### config.mk
export PLATFORM = sky130hd
export DESIGN_NAME = sal_axi_traffic_gen_flat
export DESIGN_NICKNAME = d
export VERILOG_FILES = /design/src/rtl/sal_axi_traffic_gen_if.sv /design/src/rtl/sal_axi_traffic_gen.sv /design/src/flat_wrapper.sv
export SDC_FILE = /design/constraint.sdc
export NUM_CORES = 1
export LEC_CHECK = 0
export CAP_MARGIN = 40
export CORE_AREA = 2 2 179 181
export CTS_CLUSTER_DIAMETER = 200
export CTS_CLUSTER_SIZE = 40
export DETAILED_ROUTE_END_ITERATION = 6
export DIE_AREA = 0 0 181 183
export GPL_TIMING_DRIVEN = 0
export PLACE_DENSITY = 0.73
export SLEW_MARGIN = 20
export SYNTH_ARGS = -nofsm -noshare
export SYNTH_HDL_FRONTEND = slang
export SYNTH_SLANG_ARGS = --single-unit
export TNS_END_PERCENT = 10
### constraint.sdc
create_clock -name clk -period 17.7 [get_ports clk]
set_input_delay 4.425 -clock clk [delete_from_list [all_inputs] [get_ports clk]]
set_output_delay 4.425 -clock clk [all_outputs]
set_load 0.1 [all_outputs]
### src/rtl/sal_axi_traffic_gen_if.sv
// AXI4 bus between the traffic generator (master) and the memory controller (slave).
// Channels: AW (awid/awaddr/awlen/awsize/awburst/awvalid/awready),
//           W  (wdata/wstrb/wlast/wvalid/wready),
//           B  (bid/bresp/bvalid/bready),
//           AR (arid/araddr/arlen/arsize/arburst/arvalid/arready),
//           R  (rid/rdata/rresp/rlast/rvalid/rready).
interface sal_axi_traffic_gen_if #(
  parameter int unsigned ADDR_WIDTH = 32,
  parameter int unsigned DATA_WIDTH = 128,
  parameter int unsigned ID_WIDTH   = 4
);
  logic [ID_WIDTH-1:0]     awid;
  logic [ADDR_WIDTH-1:0]   awaddr;
  logic [7:0]              awlen;
  logic [2:0]              awsize;
  logic [1:0]              awburst;
  logic                    awvalid;
  logic                    awready;

  logic [DATA_WIDTH-1:0]   wdata;
  logic [DATA_WIDTH/8-1:0] wstrb;
  logic                    wlast;
  logic                    wvalid;
  logic                    wready;

  logic [ID_WIDTH-1:0]     bid;
  logic [1:0]              bresp;
  logic                    bvalid;
  logic                    bready;

  logic [ID_WIDTH-1:0]     arid;
  logic [ADDR_WIDTH-1:0]   araddr;
  logic [7:0]              arlen;
  logic [2:0]              arsize;
  logic [1:0]              arburst;
  logic                    arvalid;
  logic                    arready;

  logic [ID_WIDTH-1:0]     rid;
  logic [DATA_WIDTH-1:0]   rdata;
  logic [1:0]              rresp;
  logic                    rlast;
  logic                    rvalid;
  logic                    rready;

  modport master (
    output awid, awaddr, awlen, awsize, awburst, awvalid,
    input  awready,
    output wdata, wstrb, wlast, wvalid,
    input  wready,
    input  bid, bresp, bvalid,
    output bready,
    output arid, araddr, arlen, arsize, arburst, arvalid,
    input  arready,
    input  rid, rdata, rresp, rlast, rvalid,
    output rready
  );

  modport slave (
    input  awid, awaddr, awlen, awsize, awburst, awvalid,
    output awready,
    input  wdata, wstrb, wlast, wvalid,
    output wready,
    output bid, bresp, bvalid,
    input  bready,
    input  arid, araddr, arlen, arsize, arburst, arvalid,
    output arready,
    output rid, rdata, rresp, rlast, rvalid,
    input  rready
  );
endinterface

### src/rtl/sal_axi_traffic_gen.sv
// AXI4 write-then-read-back traffic generator, one outstanding transaction at a time.
// Ports: clk, rst_n (async active-low); start pulse with base_addr/num_txns sampled on it;
//        busy/done/pass/err_count status; axi = AXI4 master port (all outputs registered).
module sal_axi_traffic_gen #(
  parameter int unsigned ADDR_WIDTH   = 32,
  parameter int unsigned DATA_WIDTH   = 128,
  parameter int unsigned ID_WIDTH     = 4,
  parameter int unsigned BURST_LEN    = 4,
  parameter logic [31:0] PATTERN_SEED = 32'hA5A5_5A5A
) (
  input  logic                  clk,
  input  logic                  rst_n,
  input  logic                  start,
  input  logic [ADDR_WIDTH-1:0] base_addr,
  input  logic [15:0]           num_txns,
  output logic                  busy,
  output logic                  done,
  output logic                  pass,
  output logic [15:0]           err_count,
  sal_axi_traffic_gen_if.master axi
);

  localparam int unsigned LANES  = DATA_WIDTH / 32;
  localparam int unsigned STRB_W = DATA_WIDTH / 8;
  localparam logic [2:0]  SIZE   = 3'($clog2(STRB_W));
  localparam logic [7:0]  LAST_BEAT = 8'(BURST_LEN - 1);
  localparam logic [ADDR_WIDTH-1:0] STRIDE = ADDR_WIDTH'(BURST_LEN * STRB_W);

  typedef enum logic [2:0] {IDLE, WR_ADDR, WR_DATA, WR_RESP, RD_ADDR, RD_DATA, DONE} state_t;

  state_t          state;
  logic [ADDR_WIDTH-1:0] base;
  logic [15:0]     txn_total;
  logic [15:0]     txn;
  logic [7:0]      beat;

  // Deterministic data for one beat: lane k = {txn, beat, k} ^ seed
  function automatic logic [DATA_WIDTH-1:0] pattern(input logic [15:0] t, input logic [7:0] b);
    logic [DATA_WIDTH-1:0] p;
    p = '0;
    for (int unsigned k = 0; k < LANES; k++) begin
      p[k*32 +: 32] = {t, b, 8'(k)} ^ PATTERN_SEED;
    end
    return p;
  endfunction

  logic [DATA_WIDTH-1:0] exp_rdata_c;
  logic                  b_fire_c;
  logic                  r_fire_c;
  logic                  beat_bad_c;
  logic                  r_end_c;
  logic [7:0]            missing_c;
  logic [7:0]            err_inc_c;
  logic [16:0]           err_sum_c;
  logic [15:0]           err_next_c;
  logic                  last_txn_c;

  // Response checking and saturating error accumulation
  always_comb begin
    exp_rdata_c = pattern(txn, beat);
    b_fire_c    = axi.bready && axi.bvalid;
    r_fire_c    = axi.rready && axi.rvalid;
    beat_bad_c  = (axi.rdata != exp_rdata_c) || (axi.rresp != 2'b00) || (axi.rid != '0) ||
                  (axi.rlast != (beat == LAST_BEAT));
    r_end_c     = axi.rlast || (beat == LAST_BEAT);
    // an early rlast leaves the remaining beats unread; each one is an error
    missing_c   = (axi.rlast && (beat < LAST_BEAT)) ? (LAST_BEAT - beat) : 8'd0;
    err_inc_c   = 8'd0;
    if (b_fire_c) begin
      err_inc_c = 8'((axi.bresp != 2'b00) || (axi.bid != '0));
    end else if (r_fire_c) begin
      err_inc_c = 8'(beat_bad_c) + missing_c;
    end
    err_sum_c   = 17'(err_count) + 17'(err_inc_c);
    err_next_c  = err_sum_c[16] ? 16'hFFFF : err_sum_c[15:0];
    last_txn_c  = (txn + 16'd1) == txn_total;
  end

  // Control FSM; every AXI output is a register set on entry to its state
  always_ff @(posedge clk or negedge rst_n) begin
    if (!rst_n) begin
      state       <= IDLE;
      base        <= '0;
      txn_total   <= '0;
      txn         <= '0;
      beat        <= '0;
      busy        <= 1'b0;
      done        <= 1'b0;
      pass        <= 1'b0;
      err_count   <= '0;
      axi.awid    <= '0;
      axi.awaddr  <= '0;
      axi.awlen   <= '0;
      axi.awsize  <= '0;
      axi.awburst <= '0;
      axi.awvalid <= 1'b0;
      axi.wdata   <= '0;
      axi.wstrb   <= '0;
      axi.wlast   <= 1'b0;
      axi.wvalid  <= 1'b0;
      axi.bready  <= 1'b0;
      axi.arid    <= '0;
      axi.araddr  <= '0;
      axi.arlen   <= '0;
      axi.arsize  <= '0;
      axi.arburst <= '0;
      axi.arvalid <= 1'b0;
      axi.rready  <= 1'b0;
    end else begin
      case (state)
        IDLE, DONE: begin
          if (start) begin
            base      <= base_addr;
            txn_total <= num_txns;
            txn       <= '0;
            err_count <= '0;
            if (num_txns == 16'd0) begin
              state <= DONE;
              busy  <= 1'b0;
              done  <= 1'b1;
              pass  <= 1'b1;
            end else begin
              state       <= WR_ADDR;
              busy        <= 1'b1;
              done        <= 1'b0;
              pass        <= 1'b0;
              axi.awid    <= '0;
              axi.awaddr  <= base_addr;
              axi.awlen   <= LAST_BEAT;
              axi.awsize  <= SIZE;
              axi.awburst <= 2'b01;
              axi.awvalid <= 1'b1;
            end
          end
        end
        WR_ADDR: begin
          if (axi.awready) begin
            state       <= WR_DATA;
            axi.awvalid <= 1'b0;
            beat        <= '0;
            axi.wdata   <= pattern(txn, 8'd0);
            axi.wstrb   <= '1;
            axi.wlast   <= (LAST_BEAT == 8'd0);
            axi.wvalid  <= 1'b1;
          end
        end
        WR_DATA: begin
          if (axi.wready) begin
            if (beat == LAST_BEAT) begin
              state      <= WR_RESP;
              axi.wvalid <= 1'b0;
              axi.wlast  <= 1'b0;
              axi.bready <= 1'b1;
            end else begin
              beat      <= beat + 8'd1;
              axi.wdata <= pattern(txn, beat + 8'd1);
              axi.wlast <= (beat + 8'd1) == LAST_BEAT;
            end
          end
        end
        WR_RESP: begin
          if (axi.bvalid) begin
            err_count  <= err_next_c;
            axi.bready <= 1'b0;
            if (last_txn_c) begin
              state       <= RD_ADDR;
              txn         <= '0;
              axi.arid    <= '0;
              axi.araddr  <= base;
              axi.arlen   <= LAST_BEAT;
              axi.arsize  <= SIZE;
              axi.arburst <= 2'b01;
              axi.arvalid <= 1'b1;
            end else begin
              state       <= WR_ADDR;
              txn         <= txn + 16'd1;
              axi.awaddr  <= axi.awaddr + STRIDE;
              axi.awvalid <= 1'b1;
            end
          end
        end
        RD_ADDR: begin
          if (axi.arready) begin
            state       <= RD_DATA;
            axi.arvalid <= 1'b0;
            axi.rready  <= 1'b1;
            beat        <= '0;
          end
        end
        RD_DATA: begin
          if (axi.rvalid) begin
            err_count <= err_next_c;
            if (r_end_c) begin
              axi.rready <= 1'b0;
              if (last_txn_c) begin
                state <= DONE;
                busy  <= 1'b0;
                done  <= 1'b1;
                pass  <= (err_next_c == 16'd0);
              end else begin
                state       <= RD_ADDR;
                txn         <= txn + 16'd1;
                axi.araddr  <= axi.araddr + STRIDE;
                axi.arvalid <= 1'b1;
              end
            end else begin
              beat <= beat + 8'd1;
            end
          end
        end
        default: state <= IDLE;
      endcase
    end
  end

endmodule

### src/flat_wrapper.sv
// flat-port wrapper written by rule: the top's interface ports become plain ports
module sal_axi_traffic_gen_flat 
#(
  parameter int unsigned ADDR_WIDTH   = 32,
  parameter int unsigned DATA_WIDTH   = 128,
  parameter int unsigned ID_WIDTH     = 4,
  parameter int unsigned BURST_LEN    = 4,
  parameter logic [31:0] PATTERN_SEED = 32'hA5A5_5A5A
)
  (clk, rst_n, start, base_addr, num_txns, busy, done, pass, err_count, axi_awid, axi_awaddr, axi_awlen, axi_awsize, axi_awburst, axi_awvalid, axi_awready, axi_wdata, axi_wstrb, axi_wlast, axi_wvalid, axi_wready, axi_bid, axi_bresp, axi_bvalid, axi_bready, axi_arid, axi_araddr, axi_arlen, axi_arsize, axi_arburst, axi_arvalid, axi_arready, axi_rid, axi_rdata, axi_rresp, axi_rlast, axi_rvalid, axi_rready);
  sal_axi_traffic_gen_if #(.ADDR_WIDTH(ADDR_WIDTH), .DATA_WIDTH(DATA_WIDTH), .ID_WIDTH(ID_WIDTH)) axi_i ();
  input  logic clk;
  input  logic rst_n;
  input  logic start;
  input  logic [ADDR_WIDTH-1:0] base_addr;
  input  logic [15:0] num_txns;
  output logic busy;
  output logic done;
  output logic pass;
  output logic [15:0] err_count;
  output wire logic [$bits(axi_i.awid)-1:0] axi_awid;
  output wire logic [$bits(axi_i.awaddr)-1:0] axi_awaddr;
  output wire logic [$bits(axi_i.awlen)-1:0] axi_awlen;
  output wire logic [$bits(axi_i.awsize)-1:0] axi_awsize;
  output wire logic [$bits(axi_i.awburst)-1:0] axi_awburst;
  output wire logic [$bits(axi_i.awvalid)-1:0] axi_awvalid;
  input wire logic [$bits(axi_i.awready)-1:0] axi_awready;
  output wire logic [$bits(axi_i.wdata)-1:0] axi_wdata;
  output wire logic [$bits(axi_i.wstrb)-1:0] axi_wstrb;
  output wire logic [$bits(axi_i.wlast)-1:0] axi_wlast;
  output wire logic [$bits(axi_i.wvalid)-1:0] axi_wvalid;
  input wire logic [$bits(axi_i.wready)-1:0] axi_wready;
  input wire logic [$bits(axi_i.bid)-1:0] axi_bid;
  input wire logic [$bits(axi_i.bresp)-1:0] axi_bresp;
  input wire logic [$bits(axi_i.bvalid)-1:0] axi_bvalid;
  output wire logic [$bits(axi_i.bready)-1:0] axi_bready;
  output wire logic [$bits(axi_i.arid)-1:0] axi_arid;
  output wire logic [$bits(axi_i.araddr)-1:0] axi_araddr;
  output wire logic [$bits(axi_i.arlen)-1:0] axi_arlen;
  output wire logic [$bits(axi_i.arsize)-1:0] axi_arsize;
  output wire logic [$bits(axi_i.arburst)-1:0] axi_arburst;
  output wire logic [$bits(axi_i.arvalid)-1:0] axi_arvalid;
  input wire logic [$bits(axi_i.arready)-1:0] axi_arready;
  input wire logic [$bits(axi_i.rid)-1:0] axi_rid;
  input wire logic [$bits(axi_i.rdata)-1:0] axi_rdata;
  input wire logic [$bits(axi_i.rresp)-1:0] axi_rresp;
  input wire logic [$bits(axi_i.rlast)-1:0] axi_rlast;
  input wire logic [$bits(axi_i.rvalid)-1:0] axi_rvalid;
  output wire logic [$bits(axi_i.rready)-1:0] axi_rready;
  assign axi_awid = axi_i.awid;
  assign axi_awaddr = axi_i.awaddr;
  assign axi_awlen = axi_i.awlen;
  assign axi_awsize = axi_i.awsize;
  assign axi_awburst = axi_i.awburst;
  assign axi_awvalid = axi_i.awvalid;
  assign axi_i.awready = axi_awready;
  assign axi_wdata = axi_i.wdata;
  assign axi_wstrb = axi_i.wstrb;
  assign axi_wlast = axi_i.wlast;
  assign axi_wvalid = axi_i.wvalid;
  assign axi_i.wready = axi_wready;
  assign axi_i.bid = axi_bid;
  assign axi_i.bresp = axi_bresp;
  assign axi_i.bvalid = axi_bvalid;
  assign axi_bready = axi_i.bready;
  assign axi_arid = axi_i.arid;
  assign axi_araddr = axi_i.araddr;
  assign axi_arlen = axi_i.arlen;
  assign axi_arsize = axi_i.arsize;
  assign axi_arburst = axi_i.arburst;
  assign axi_arvalid = axi_i.arvalid;
  assign axi_i.arready = axi_arready;
  assign axi_i.rid = axi_rid;
  assign axi_i.rdata = axi_rdata;
  assign axi_i.rresp = axi_rresp;
  assign axi_i.rlast = axi_rlast;
  assign axi_i.rvalid = axi_rvalid;
  assign axi_rready = axi_i.rready;
  sal_axi_traffic_gen #(.ADDR_WIDTH(ADDR_WIDTH), .DATA_WIDTH(DATA_WIDTH), .ID_WIDTH(ID_WIDTH), .BURST_LEN(BURST_LEN), .PATTERN_SEED(PATTERN_SEED)) u_core (.clk(clk), .rst_n(rst_n), .start(start), .base_addr(base_addr), .num_txns(num_txns), .busy(busy), .done(done), .pass(pass), .err_count(err_count), .axi(axi_i));
endmodule
Word level (Yosys, flattened, before mapping) --
Cells that the tools add are included.
Storage, ports and cells: input port bits 197, memories 0, bits in latches 0, memory bits (writable) 0, memory bits (read-only) 0, flip-flop bits (word level) 297, output and inout bits 267
Cells by class: multiplexer cells 90, multiply operators 0, shifts and indexed selects 0, $lt $le $gt $ge 1, reductions and logical operators 44, equal/unequal tests 26, div/mod/pow operators 0, add/sub/neg operators 7, bitwise gates (word level) 7
Operators by type and width (number):
- $mux 128 | 3
- $mux 32 | 9
- $pmux 128 s2 | 1
- $mux 16 | 9
- $ne 128x128->1 | 1
- $pmux 32 s2 | 2
- $not 16->16 | 6
- $pmux 16 s3 | 2
- $mux 8 | 9
- $add 32x7->32 const B | 2
- $mux 1 | 33
- $logic_not 16->1 | 2
- $pmux 8 s4 | 1
- $mux 3 | 10
- $ne 2x2->1 const B | 11
- $reduce_and 4->1 | 5
- $pmux 3 s6 | 1
- $reduce_and 6->1 | 3
- $add 16x8->17 | 1
- $add 16x1->16 const B | 1
- $eq 16x16->1 | 1
- $eq 8x2->1 const B | 2
- $reduce_bool 2->1 | 8
- $pmux 1 s2 | 7
- other kinds (23) | 45

Logic depth before layout (Yosys ltp) --
Gate-level depths: netlist of the first run.
depth in word-level cells 15, depth in mapped cells 26

Worst setup path before layout of the first run --
Ideal clock, no wire load.
path type input port to flip-flop, start point in axi_rlast, end point reg u_core.pass, stages on the path 22, buffers on the path 0, required time 17.630 ns, library setup time 0.070 ns, setup slack 8.478 ns, data arrival time 9.151 ns, path through inv_1 > ha_1 > nor4bb_1 > nand4_1 > a2111oi_0 > o2111ai_1 > nor4_1 > nand4_1 > or4_1 > ha_1 > ha_1 > xnor2_1 > and2_1 > ha_1 > nor2_1 > or3_1 > a31oi_1 > nand2b_1 > nor3_1 > mux2_2 > o41ai_1 > mux2_1
Between the ends: word-level cells in the longest chain between the ends 12
RTL lines:
- start, declared | line flat_wrapper.sv:47 | input wire logic [$bits(axi_i.rlast)-1:0] axi_rlast;
- $ne 1x1->1 or $logic_and 1x1->1 (tied branches) | line sal_axi_traffic_gen.sv:64, sal_axi_traffic_gen.sv:67
- $logic_or 1x1->1 or $mux 8 (tied branches) | line sal_axi_traffic_gen.sv:63, sal_axi_traffic_gen.sv:67
- $add 1x8->8 | line sal_axi_traffic_gen.sv:72 | err_inc_c = 8'(beat_bad_c) + missing_c;
- $mux 8 | line sal_axi_traffic_gen.sv:71 | end else if (r_fire_c) begin
- $mux 8 | line sal_axi_traffic_gen.sv:69 | if (b_fire_c) begin
- $add 16x8->17 | line sal_axi_traffic_gen.sv:74 | err_sum_c = 17'(err_count) + 17'(err_inc_c);
- $mux 16 | line sal_axi_traffic_gen.sv:75 | err_next_c = err_sum_c[16] ? 16'hFFFF : err_sum_c[15:0];
- $logic_not 16->1 | line sal_axi_traffic_gen.sv:199 | pass <= (err_next_c == 16'd0);
- $mux 1 | line sal_axi_traffic_gen.sv:195 | if (last_txn_c) begin
- $mux 1 | line sal_axi_traffic_gen.sv:193 | if (r_end_c) begin
- $mux 1 | line sal_axi_traffic_gen.sv:191 | if (axi.rvalid) begin
- $pmux 1 s2 | line sal_axi_traffic_gen.sv:110 | case (state)
- end signal, assigned | line sal_axi_traffic_gen.sv:199
- end, declared | line sal_axi_traffic_gen.sv:18 | output logic pass,
Several ways; a longest one is shown, not always the timed one. The select of a mux whose other input is x is not followed. A chain may end at the register's enable or synchronous reset.

Worst setup path after layout of the first run --
Ends and elaborated chain as after synthesis.

==> results of run 1 <==
==> stage by stage <==
stage	util	cell area, µm²	hold WS, ns	power [mW]
after floorplan	-	13000	0.481	1.87
after global placement	0.568	17700	0.462	2.28
after detailed placement	0.696	21700	0.465	2.71
after CTS	0.715	22300	0.483	3.11
after global routing	0.715	22300	0.501	3.24
final	0.715	22300	0.479	3.13
==> cells in the mapped netlist (15+ instances only) <==
cell / n / share of area
nand2_1: 175 / 0.051
nand3_1: 45 / 0.018
clkbuf_1: 59 / 0.017
and3_1: 32 / 0.016
o22ai_1: 15 / 0.0073
o21ai_1: 26 / 0.010
nand4_1: 21 / 0.010
mux2_2: 50 / 0.044
nor4_1: 22 / 0.011
o21ai_0: 75 / 0.029
dfrtp_1: 192 / 0.37
xor2_1: 26 / 0.018
ha_1: 18 / 0.018
nor2_1: 102 / 0.030
a31oi_1: 33 / 0.016
o22a_1: 20 / 0.014
nor3_1: 59 / 0.023
buf_4: 155 / 0.091
inv_1: 26 / 0.0076
a21oi_1: 84 / 0.033
xnor2_1: 41 / 0.028
==> cell families (layout without fill, tap and decap cells) <==
family / Yosys count / in the layout / share of synthesized area
fa+ha+maj: 19 / 19 / 0.0191
other cells: 1 / 43 / 0.000292
flops: 192 / 192 / 0.374
mux: 58 / 58 / 0.0502
simple gates: 552 / 552 / 0.213
xor+xnor: 67 / 67 / 0.0457
buf+inv: 257 / 937 / 0.122
compound gates: 351 / 351 / 0.175
==> worst max path at each step <==
stage / startpoint / end / slack, ns / cells past startpoint
after CTS: axi_rlast / u_core.pass$_DFFE_PN0P_ / 7.32 / 23
after floorplan: axi_rlast / u_core.pass$_DFFE_PN0P_ / 8.48 / 22
after global placement: rst_n / u_core.err_count[4]$_DFFE_PN0P_ / 3.97 / 1
after global routing: axi_rlast / u_core.pass$_DFFE_PN0P_ / 6.78 / 23
final: axi_rlast / u_core.pass$_DFFE_PN0P_ / 7.25 / 23
after detailed placement: axi_rlast / u_core.pass$_DFFE_PN0P_ / 6.91 / 23
==> sequential cells by signal (all words and copies together), names as in the netlist, 3 cells and up <==
signal / count
u_core.axi.araddr: 32
u_core.axi.awaddr: 32
u_core.base: 32
u_core.axi.wdata: 25
u_core.err_count: 16
u_core.txn: 16
u_core.txn_total: 16
u_core.beat: 8
u_core.state: 3
==> worst max-delay path: cells and delay by family <==
| family | cells | cell delay (ns) |
|---|---|---|
| AND/OR/NAND/NOR | 10 | 2.56 |
| AO/OA/AOI/OAI | 4 | 1.43 |
| adder cells (fa/ha/maj) | 4 | 1.15 |
| buffers and inverters | 2 | 0.59 |
| multiplexers | 2 | 0.56 |
| XOR/XNOR | 1 | 0.12 |
==> per-layer routing <==
layer	routed length (µm)	global-route usage	up-vias
met5	13	0	-
met4	3800	0.207	2
met3	5520	0.0975	261
met2	29100	0.605	875
met1	19900	0.366	7095
li1	-	-	6613
==> final cells by class <==
class	count	area, µm²
Fill cell	2161	8900
Timing Repair Buffer	650	8220
Tap cell	402	503
Clock inverter	12	161
Clock buffer	18	429
Sequential cell	192	4800
Multi-Input combinational cell	1090	6640
Inverter	27	101
Buffer	230	1470
==> power breakdown <==
part	switching, mW	internal [mW]
Combinational	1.25	0.778
Sequential	0.135	0.560
Clock	0.182	0.223
==> flow_summary_export.csv, run 1 <==
group,metric,value,unit
clock_network,cts_setup_buffers,0,
grt,grt_pass1_vias,15101,
synthesis,yosysUniqueCellTypes,78,
synthesis,yosysSeqAreaShare,0.374,
setup_path,cp_max_fo,4,
finish,num_antenna_cells,0,
synthesis,ys_ff_latch,192,
finish,fin_cells,2621,
routing,drt-pass1-iter-count,5,
pwr,cellLeakagePower,9.54,nW
setup_path,reg2reg_depth,26,
pwr,vdd_ir_drop_max,0.000184,V
floorplanning,start_util,0.412,
routing,drt_drc_violations_left,0,
setup_path,r2r_end,"u_core.pass$_DFFE_PN0P_",
routing,drt-initial-drc-count,1400,
finish,drive_above_1_share,0.223,
clock_network,cts_resized,0,
setup_path,end_kind,"register",
synthesis,synth.cell_area,12900,µm²
finish,areaGrowthSynthToFinish,73.7,%
run,cap_violations,0,
run_status,status,"complete, no violations",
timing,worst_pin_slew,0.895,ns
routing,final_antenna_net_count,0,
timing,finalSetupViolations,0,
hold_path,hold_start,"u_core.busy$_DFFE_PN0P_",
timing,period_needed,10.45,ns
timing,fin_ws,7.25,ns
setup_path,r2r_setup_slack,10.16,ns
floorplanning,rows,65,
floorplanning,die_w,181,µm
grt,grt_pass1_wl,87.1,mm
hold_path,hold_path.class,"register to register",
timing,drv_slew,0,
routing,drt-vias-per-instance,5.66,
setup_path,critPathSlowestCell,"or4_1",
setup_path,rr_startpoint,"u_core.beat[2]$_DFFE_PN0P_",
finish,final_common_cell,"clkdlybuf4s50_1",
synthesis,ys.flop_type,"dfrtp_1",
finish,layout_common_cells,"420 x clkdlybuf4s50_1, 192 x dfrtp_1, 182 x buf_8",
place,place_ws,6.91,ns
place,gp_congestion,0.941,
clock_network,cts_sinks,192,
finish,fin_nets,2424,
setup_path,cp_slowest_stage_delay,0.62,ns
grt,antenna_found_initial,1,
timing,finalSetupTns,0,ns
clock_network,hold_buffers,0,
routing,totalWireLength,58.4,mm
clock_network,cts_tree,"yes",
setup_path,cpMostUsedCell,"ha_1",
grt,grt_max_degree,79,
clock_network,clk_pin_slew_worst_paths,0.07,ns
timing,hold_viol,0,
hold_path,holdPathEnd,"u_core.busy$_DFFE_PN0P_",
routing,vias,14846,
grt,overflow,0,
synthesis,async_reset_ff_frac,1.00,
place,dp.cells,2590,
synthesis,synth_cells,1497,
setup_path,arrival,10.83,ns
setup_path,path_cells,"clkdlybuf4s50_1, inv_1, ha_1, nor4bb_1, nand4_1, a2111oi_0, o2111ai_1, nor4_1, nand4_1, or4_1, ha_1, ha_1, xnor2_1, and2_1, ha_1, nor2_1, or3_1, a31oi_1, nand2b_1, nor3_1, mux2_2, o41ai_1, mux2_1",
floorplanning,io_pins,464,
setup_path,start_kind,"input pin",
floorplanning,core_area,31200,µm²
hold_path,whs_path_depth,1,
place,hpwl,46.5,mm
timing,max_freq,95.7,MHz
clock_network,cts_buffer_depth,2,
clock_network,htree_levels,4,
pwr,power.density,140,nW/µm²
setup_path,criticalPathCategory,"input pin to register",
place,port_buffers,421,
synthesis,avgSynthCellArea,8.59,µm²
timing,finalCritPeriodShare,0.591,
floorplanning,dieArea,33100,µm²
clock_network,clk_latency,0.45,ns
synthesis,synth_warnings,0,
timing,clock_skew,0.0138,ns
timing,rsz0062_at_grt,"no",
routing,wl_per_cell,22.3,µm
setup_path,cp.required,18.08,ns
clock_network,cts_buffers,17,
timing,slew-limit-headroom,0.402,
floorplanning,die_h,183,µm
synthesis,synth_edf_count,0,
clock_network,clockRootBuffer,"clkbuf_16",
grt,track_usage,0.343,
No activity file was read; power rests on OpenSTA's default activity.
==> run 2, diff against run 1 <==
--- a/config.mk
+++ b/config.mk
@@ -6,13 +6,13 @@
 export NUM_CORES = 1
 export LEC_CHECK = 0
 export CAP_MARGIN = 40
-export CORE_AREA = 2 2 179 181
+export CORE_AREA = 2 2 181 183
 export CTS_CLUSTER_DIAMETER = 200
 export CTS_CLUSTER_SIZE = 40
 export DETAILED_ROUTE_END_ITERATION = 6
-export DIE_AREA = 0 0 181 183
+export DIE_AREA = 0 0 183 185
 export GPL_TIMING_DRIVEN = 0
-export PLACE_DENSITY = 0.73
+export PLACE_DENSITY = 0.71
 export SLEW_MARGIN = 20
 export SYNTH_ARGS = -nofsm -noshare
 export SYNTH_HDL_FRONTEND = slang
==> constraint.sdc (replaced) <==
create_clock -name clk -period 10.3 [get_ports clk]
set_input_delay 2.575 -clock clk [delete_from_list [all_inputs] [get_ports clk]]
set_output_delay 2.575 -clock clk [all_outputs]
set_load 0.1 [all_outputs]
==> flow_summary_export.csv, run 2 (synthesized netlist as in run 1, its figures left out) <==
group,metric,value,unit
clock_network,cts_resized,0,
timing,drv_slew,0,
timing,worst_pin_slew,0.804,ns
clock_network,clockRootBuffer,"clkbuf_16",
setup_path,start_kind,"input pin",
setup_path,critPathSlowestCell,"or4_1",
finish,fill_cells,2293,
run,cap_violations,0,
setup_path,end_kind,"register",
setup_path,cp_slowest_stage_delay,0.62,ns
floorplanning,core_area,32000,µm²
finish,areaGrowthSynthToFinish,73.5,%
grt,grt_max_degree,97,
floorplanning,die_h,185,µm
finish,layout_common_cells,"420 x clkdlybuf4s50_1, 192 x dfrtp_1, 186 x buf_8",
hold_path,hold_start,"u_core.axi.awaddr[1]$_DFFE_PN0P_",
hold_path,hold_path.class,"register to register",
timing,rsz0062_at_grt,"no",
grt,track_usage,0.337,
floorplanning,io_pins,464,
routing,final_antenna_net_count,0,
place,port_buffers,421,
run_status,status,"finished, violations left",
finish,final_common_cell,"clkdlybuf4s50_1",
routing,routed-wl-met2,29.2,mm
place,place_ws,1.29,ns
clock_network,cts_buffer_depth,2,
routing,vias,14902,
pwr,power.density,238,nW/µm²
place,hpwl,46.2,mm
routing,drt-vias-per-instance,5.66,
clock_network,hold_buffers,0,
finish,final_core_util,0.696,
routing,drt_drc_violations_left,1,
finish,drive_above_1_share,0.224,
setup_path,cp.required,10.68,ns
clock_network,cts_buffers,17,
clock_network,clk_latency,0.44,ns
finish,fin_cells,2632,
finish,reg_top3,"u_core.axi.araddr x32, u_core.axi.awaddr x32, u_core.base x32",
setup_path,r2r_setup_slack,2.76,ns
clock_network,cts_setup_buffers,0,
floorplanning,rows,66,
floorplanning,dieArea,33900,µm²
timing,slew-limit-headroom,0.463,
setup_path,arrival,9.00,ns
routing,wl_per_cell,22.0,µm
setup_path,cpLargestDelayFamily,"simple AND/OR/NAND/NOR gates",
setup_path,criticalPathCategory,"input pin to register",
grt,overflow,0,
grt,grt_pass1_wl,87.5,mm
finish,fin_nets,2424,
timing,period_needed,8.63,ns
setup_path,critical_path_buf_inv_count,2,
routing,drt-initial-drc-count,1342,
routing,routed.top_layer,"met4",
setup_path,path_cells,"clkdlybuf4s50_1, inv_1, ha_1, nor4bb_1, nand4_1, a2111oi_0, o2111ai_1, nor4_1, nand4_1, or4_1, ha_1, ha_1, xnor2_1, and2_1, ha_1, nor2_1, or3_1, a31oi_1, nand2b_1, nor3_1, mux2_2, o41ai_1, mux2_1",
setup_path,cp_max_fo,4,
setup_path,r2r_end,"u_core.pass$_DFFE_PN0P_",
setup_path,cpMostUsedCell,"ha_1",
timing,max_freq,116,MHz
floorplanning,start_util,0.401,
run_status,violations,"DRC",
grt,antenna_found_initial,3,
clock_network,clk_pin_slew_worst_paths,0.08,ns
pwr,cellLeakagePower,9.54,nW
timing,clock_skew,0.00956,ns
routing,totalWireLength,58.0,mm
clock_network,htree_levels,4,
floorplanning,die_w,183,µm
pwr,total_power,5.31,mW
routing,m1WireLength,19.8,mm
clock_network,cts_tree,"yes",
hold_path,holdPathEnd,"u_core.axi.awaddr[1]$_DFFE_PN0P_",
routing,met3_length,4.97,mm
timing,hold_viol,0,
timing,finalCritPeriodShare,0.837,
routing,drt-pass1-iter-count,7,
grt,grt_pass1_vias,15307,
setup_path,rr_startpoint,"u_core.beat[2]$_DFFE_PN0P_",
setup_path,reg2reg_depth,26,
timing,fin_hold_ws,0.478,ns
timing,fin_ws,1.67,ns
clock_network,cts_sinks,192,
place,gp_congestion,0.941,
hold_path,whs_path_depth,2,
place,dp.cells,2595,
pwr,vdd_ir_drop_max,0.000396,V
timing,finalSetupViolations,0,
[run 2: cell count changes in the layout (fill, tap and decap cells not counted), moves of 2 or more]
cell,previous run,this run
bufinv_16,3,1
buf_16,46,42
clkinv_2,2,0
diode_2,0,3
clkbuf_8,0,3
clkinvlp_4,2,0
buf_8,182,186
inv_8,1,4
inv_6,2,4
[run 2: tightest hold or removal path, delay by kind of cell, from the launching register on]
family	cells	cell delay [ns]
flip-flops	1	0.35
AND/OR/NAND/NOR	2	0.11
[run 2: worst max path at each step]
stage               from                              end  depth (start not counted)
6_report       axi_rlast          u_core.pass$_DFFE_PN0P_                         23
5_1_grt        axi_rlast          u_core.pass$_DFFE_PN0P_                         23
4_1_cts        axi_rlast          u_core.pass$_DFFE_PN0P_                         23
3_5_place_dp   axi_rlast          u_core.pass$_DFFE_PN0P_                         23
3_3_place_gp       rst_n  u_core.err_count[7]$_DFFE_PN0P_                          1
2_1_floorplan  axi_rlast          u_core.pass$_DFFE_PN0P_                         22
[run 2: layout make-up]
class | instances | area (µm²) | share of cell area
clock buffers | 20 | 467 | 0.0209
inverters | 27 | 101 | 0.00455
diodes | 3 | 7.51 | 0.000337
plain buffers | 230 | 1470 | 0.0658
multi-input cells | 1090 | 6640 | 0.298
clock inverters | 12 | 136 | 0.00612
flip-flops and latches | 192 | 4800 | 0.215
well taps | 408 | 510 | 0.0229
repair buffers | 650 | 8170 | 0.366
[run 2: metrics by stage]
step	setup TNS [ns]	instance area (µm²)
global route	0	22300
finish	0	22300
detailed placement	0	21700
floorplan	0	13000
CTS	0	22300
global placement	-325.46	17700
[run 2: power breakdown]
part           switching (mW)  leakage, nW  internal (mW)
combinational            2.12         6.83           1.30
sequential              0.237         2.40          0.963
clock                   0.327        0.300          0.365
total                    2.69         9.54           2.62
[run 2: layer usage]
layer	up-vias	global-route usage
met2	901	0.584
met4	0	0.227
met5	-	0
met1	7128	0.362
met3	241	0.0912
li1	6632	-
==> run 3, diff against run 2 <==
==> constraint.sdc (replaced) <==
create_clock -name clk -period 8.7 [get_ports clk]
set_input_delay 2.175 -clock clk [delete_from_list [all_inputs] [get_ports clk]]
set_output_delay 2.175 -clock clk [all_outputs]
set_load 0.1 [all_outputs]
==> results of run 3 <==
Same layout as run 2 (identical final DEF). Status: finished, violations left: DRC.
Among the figures that moved: setup slack after placement 1.29 ns -> 0.0871 ns; setup slack after layout 1.67 ns -> 0.475 ns; register-to-register setup slack 2.76 ns -> 1.16 ns; total power 5.31 mW -> 6.29 mW; worst IR drop on VDD 0.000396 V -> 0.000468 V
